[src/rtl/snn_spike_encoder.sv]
// Rate encoder: latches one frame of N_CH intensities and replays it for WIN_LEN beats,
// firing each channel from a per-channel phase accumulator carry.
module snn_spike_encoder #(
   parameter int N_CH    = 4,
   parameter int VAL_W   = 4,
   parameter int WIN_LEN = 16,
   parameter int SPK_AMP = 15
) (
   input  logic                    clk,
   input  logic                    rst,
   input  logic                    in_valid,
   output logic                    in_ready,
   input  logic [N_CH*VAL_W-1:0]   in_data,
   input  logic                    stall,
   output logic                    spk_valid,
   output logic [N_CH-1:0]         spk,
   output logic [N_CH*VAL_W-1:0]   spk_nib,
   output logic                    frame_done,
   output logic                    busy
);

   // Handshake: a frame transfers on a rising edge where in_valid && in_ready.
   // The source keeps in_valid/in_data stable until that edge; in_ready is high only in IDLE.

   localparam int                 CNT_W     = $clog2(WIN_LEN) + 1;
   localparam logic [0:0]         ST_IDLE   = 1'b0;
   localparam logic [0:0]         ST_RUN    = 1'b1;
   localparam logic [CNT_W-1:0]   LAST_BEAT = CNT_W'(WIN_LEN - 1);
   localparam logic [VAL_W-1:0]   AMP       = VAL_W'(SPK_AMP);

   logic [0:0]         r_state;
   logic [VAL_W-1:0]   r_val [N_CH];
   logic [VAL_W-1:0]   r_acc [N_CH];
   logic [CNT_W-1:0]   r_beat_cnt;

   logic               w_beat;
   logic               w_last;
   logic [VAL_W:0]     w_sum [N_CH];

   always_comb begin
      w_beat  = (r_state == ST_RUN) && !stall;
      w_last  = w_beat && (r_beat_cnt == LAST_BEAT);
      spk     = '0;
      spk_nib = '0;
      for (int c = 0; c < N_CH; c++) begin
         w_sum[c] = {1'b0, r_acc[c]} + {1'b0, r_val[c]};
         // The accumulator carry is the spike; nothing leaves the block on a stalled cycle.
         spk[c] = w_beat && w_sum[c][VAL_W];
         spk_nib[c*VAL_W +: VAL_W] = (w_beat && w_sum[c][VAL_W]) ? AMP : '0;
      end
   end

   assign in_ready   = (r_state == ST_IDLE);
   assign busy       = (r_state == ST_RUN);
   assign spk_valid  = w_beat;
   assign frame_done = w_last;

   always_ff @(posedge clk) begin
      if (rst) begin
         r_state    <= ST_IDLE;
         r_beat_cnt <= '0;
         for (int c = 0; c < N_CH; c++) begin
            r_val[c] <= '0;
            r_acc[c] <= '0;
         end
      end else begin
         case (r_state)
            ST_IDLE: begin
               if (in_valid) begin
                  r_state    <= ST_RUN;
                  r_beat_cnt <= '0;
                  for (int c = 0; c < N_CH; c++) begin
                     r_val[c] <= in_data[c*VAL_W +: VAL_W];
                     r_acc[c] <= '0;
                  end
               end
            end
            ST_RUN: begin
               if (!stall) begin
                  r_beat_cnt <= r_beat_cnt + CNT_W'(1);
                  for (int c = 0; c < N_CH; c++) begin
                     r_acc[c] <= w_sum[c][VAL_W-1:0];
                  end
                  if (r_beat_cnt == LAST_BEAT) begin
                     r_state <= ST_IDLE;
                  end
               end
            end
            default: r_state <= ST_IDLE;
         endcase
      end
   end

endmodule

[config.mk]
export PLATFORM = sky130hd
export DESIGN_NAME = snn_spike_encoder
export DESIGN_NICKNAME = d
export VERILOG_FILES = /design/src/rtl/snn_spike_encoder.sv
export SDC_FILE = /design/constraint.sdc
export NUM_CORES = 1
export LEC_CHECK = 0
export CORE_ASPECT_RATIO = 0.7
export CORE_UTILIZATION = 24
export CTS_BUF_LIST = sky130_fd_sc_hd__clkbuf_4
export CTS_CLUSTER_DIAMETER = 30
export DETAILED_ROUTE_END_ITERATION = 10
export GPL_TIMING_DRIVEN = 0
export SLEW_MARGIN = 20
export SYNTH_ARGS = -nofsm -noshare
export SYNTH_HDL_FRONTEND = slang
export SYNTH_SLANG_ARGS = --single-unit
[constraint.sdc]
create_clock -name clk -period 2.29 [get_ports clk]
set_clock_uncertainty 0.2 [all_clocks]
set_input_delay 0.458 -clock clk [delete_from_list [all_inputs] [get_ports clk]]
set_output_delay 0.458 -clock clk [all_outputs]
set_load 0.005 [all_outputs]
==> results by group <==
Status
  • Outcome: finished, violations left
  • Failing checks: setup timing

Setup path
  • Element type at the critical path start: register
  • Setup CP Type: register to output port
  • WP data required: 1.63 ns
  • Crit path DAT: 2.00 ns
  • Crit-path max FO: 3
  • Crit path capture type: output port

CTS
  • CTS buffer count: 5
  • Worst-path clk slew: 0.12 ns
  • Clock Tree Buf Depth: 2
  • CTS tree: done
  • CTS Sinks: 38
  • Clk_lat worst skew: 0.35 ns
  • H-Tree Depth: 2
  • Root Driver: clkbuf_4
  • # hold bufs at CTS: 0

Route
  • Initial drt markers: 29
  • Vias per inst: 3.95
  • DRT Wirelength: 4680 µm
  • Final ANT Viol Nets: 0
  • Wire per inst: 12.0 µm
  • # DRC: 0
  • Via total after detailed routing: 1533
  • DRT Pass-1 Iters: 4

Synth
  • Seq cells post-synth: 38
  • Top-area cell type share of the netlist area: 0.391
  • Cell taking the most area after synthesis: edfxtp_1
  • Distinct cells, synth: 37
  • Post-Syn Nets: 234
  • Mapped cell area: 2150 µm²
  • Largest cells by area after synthesis: edfxtp_1 (39%), ha_1 (10%), dfxtp_1 (9.3%)
  • Avg Inst Size Synth: 11.2 µm²
  • Syn. warnings: 0
  • Synthesized instance count: 192
  • Sequential share of the synthesized area: 0.484

Global route
  • Largest net degree at the start of global routing: 21
  • Initial antenna violation count: 0
  • GRT Util Overall: 0.109
  • Global-route wire length before repair: 7610 µm
  • Grt total ovfl: 0
  • Number of global-route vias before repair: 1588

STA
  • Final setup viols: 20
  • Final hold violations: 0
  • Slew Viols, Final: 0
  • Tcrit/Tclk final: 1.16
  • Slew at the pin closest to its max-slew limit: 1.06 ns
  • Setup ws final: -0.371 ns
  • Hold WS: 0.281 ns
  • RSZ-0062 raised after global routing: yes
  • Peak Freq: 376 MHz
  • Fin crit period: 2.66 ns
  • Slew headroom: 0.296

Placed design
  • Routability cong.: 0.823
  • Worst slack at placement: -0.770 ns
  • # port buffers: 43
  • Detailed Place HPWL: 3170 µm

Cells and area
  • Most frequent cells in the layout: buf_6 (30), buf_4 (30), edfxtp_1 (28)
  • Layout cells sized above 1: 0.399
  • Final Net Count: 309
  • ANT cells: 0
  • P&R area growth vs syn: 47.9%

Die
  • Core Box Area: 8580 µm²
  • # rows: 28
  • I/O pin cnt: 44
  • Die H: 81.2 µm
  • Die area: 9360 µm²
  • Starting Density: 0.251
  • Die Wd: 115 µm

Pwr
  • Reg power frac: 0.493
  • Switching power: 0.378 mW
  • Clock power share: 0.352
  • Comb power frac: 0.155
  • Internal Pwr Total: 1.26 mW
  • LEAKAGE: 1.37 nW
  • Worst-case vdd ir drop: 0.231 mV
  • Sw Share: 0.231
  • Power Density: 513 nW/µm²

Job
  • Max Cap Viol: 0

Hold path
  • Hold Path Class: register to register
## power groups by stage
stage          registers [mW]  logic, mW  clock network, mW
2_1_floorplan           0.815      0.124                  0
3_3_place_gp            0.820      0.204                  0
3_5_place_dp            0.821      0.209                  0
4_1_cts                 0.807      0.240              0.585
5_1_grt                 0.812      0.285              0.625
6_report                0.806      0.253              0.574
## synth_stat cells
library cell and number:
o2bb2ai_1 1, xnor2_1 2, fa_1 4, inv_1 13
nor2b_1 4, a21oi_2 1, edfxtp_1 28, buf_4 16
a22o_1 1, buf_2 3, a21o_1 6, or2_1 1
or4b_1 1, and4b_1 1, nand2b_4 1, dfxtp_1 10
o211ai_2 1, inv_2 1, mux2i_1 3, nand2_1 9
buf_6 1, a311oi_1 1, clkbuf_1 1, and2_1 21
nor2_1 8, nor2_2 1, nor4bb_1 1, a21oi_1 13
nand2b_1 6, o211ai_1 1, o21ai_0 3, nor3_1 3
and3_1 1, ha_1 18, a211oi_1 2, nor3b_1 2
nand3_1 2
## metrics by stage
stage	util	power (mW)	cells	TNS [ns]	area (µm²)
after detailed placement	0.318	1.03	355	-21.99	2730
final	0.371	1.63	388	-5.99	3180
after global placement	0.318	1.02	355	-21.43	2730
after CTS	0.363	1.63	383	-6.97	3110
after global routing	0.371	1.72	388	-8.47	3180
after floorplan	-	0.939	192	0	2150
## flip-flops by register name, summed over array words and instances, names as in the netlist
register	cells
r_acc	16
r_val	16
r_beat_cnt	5
busy	1
## final cells by class
class / instances / area, µm²
fillers: 854 / 5400
flip-flops and latches: 38 / 1050
multi-input cells: 119 / 1010
repair buffers: 70 / 633
plain buffers: 19 / 179
well taps: 120 / 150
clock inverters: 3 / 63.8
inverters: 14 / 57.6
clock buffers: 5 / 37.5
## metal layers
| metal | vias to the layer above | share of wire | track usage |
|---|---|---|---|
| met3 | 5 | 0.044 | 0.0254 |
| met1 | 697 | 0.50 | 0.146 |
| met2 | 31 | 0.45 | 0.171 |
| li1 | 800 | - | - |
| met5 | - | 0 | 0 |
| met4 | 0 | 0.011 | 0.0390 |
## logic make-up after synthesis
logic type,after synthesis,synth area share
compound gates,30,0.0907
xor+xnor,2,0.00814
fa+ha+maj,22,0.142
buf+inv,35,0.0942
flops,38,0.484
mux,3,0.0140
simple gates,62,0.167
## final timing paths
path,slack [ns],endpoint,depth (start not counted),startpoint
worst max register to register,0.08,r_acc[1][2],12,r_val[1][0]
worst min register to register,0.28,r_beat_cnt[4],1,r_beat_cnt[4]
worst max-delay path,-0.37,spk_nib[3],9,r_acc[0][0]
worst min-delay path,0.28,r_beat_cnt[4],1,r_beat_cnt[4]
## critical path, stage by stage, from the launching register on
cell	delay (ns)
edfxtp_1	0.35
ha_2	0.19
inv_2	0.04
fa_2	0.36
nor2b_4	0.14
o21ai_2	0.06
a21oi_2	0.19
buf_4	0.16
buf_6	0.09
buf_6	0.08
## timing repair
action	CTS	global route
setup buffers	22	6
pin swaps	18	17
resized for setup	138	17
setup endpoints to repair	22	24
gates cloned	0	0
No activity file was read; power rests on OpenSTA's default activity.
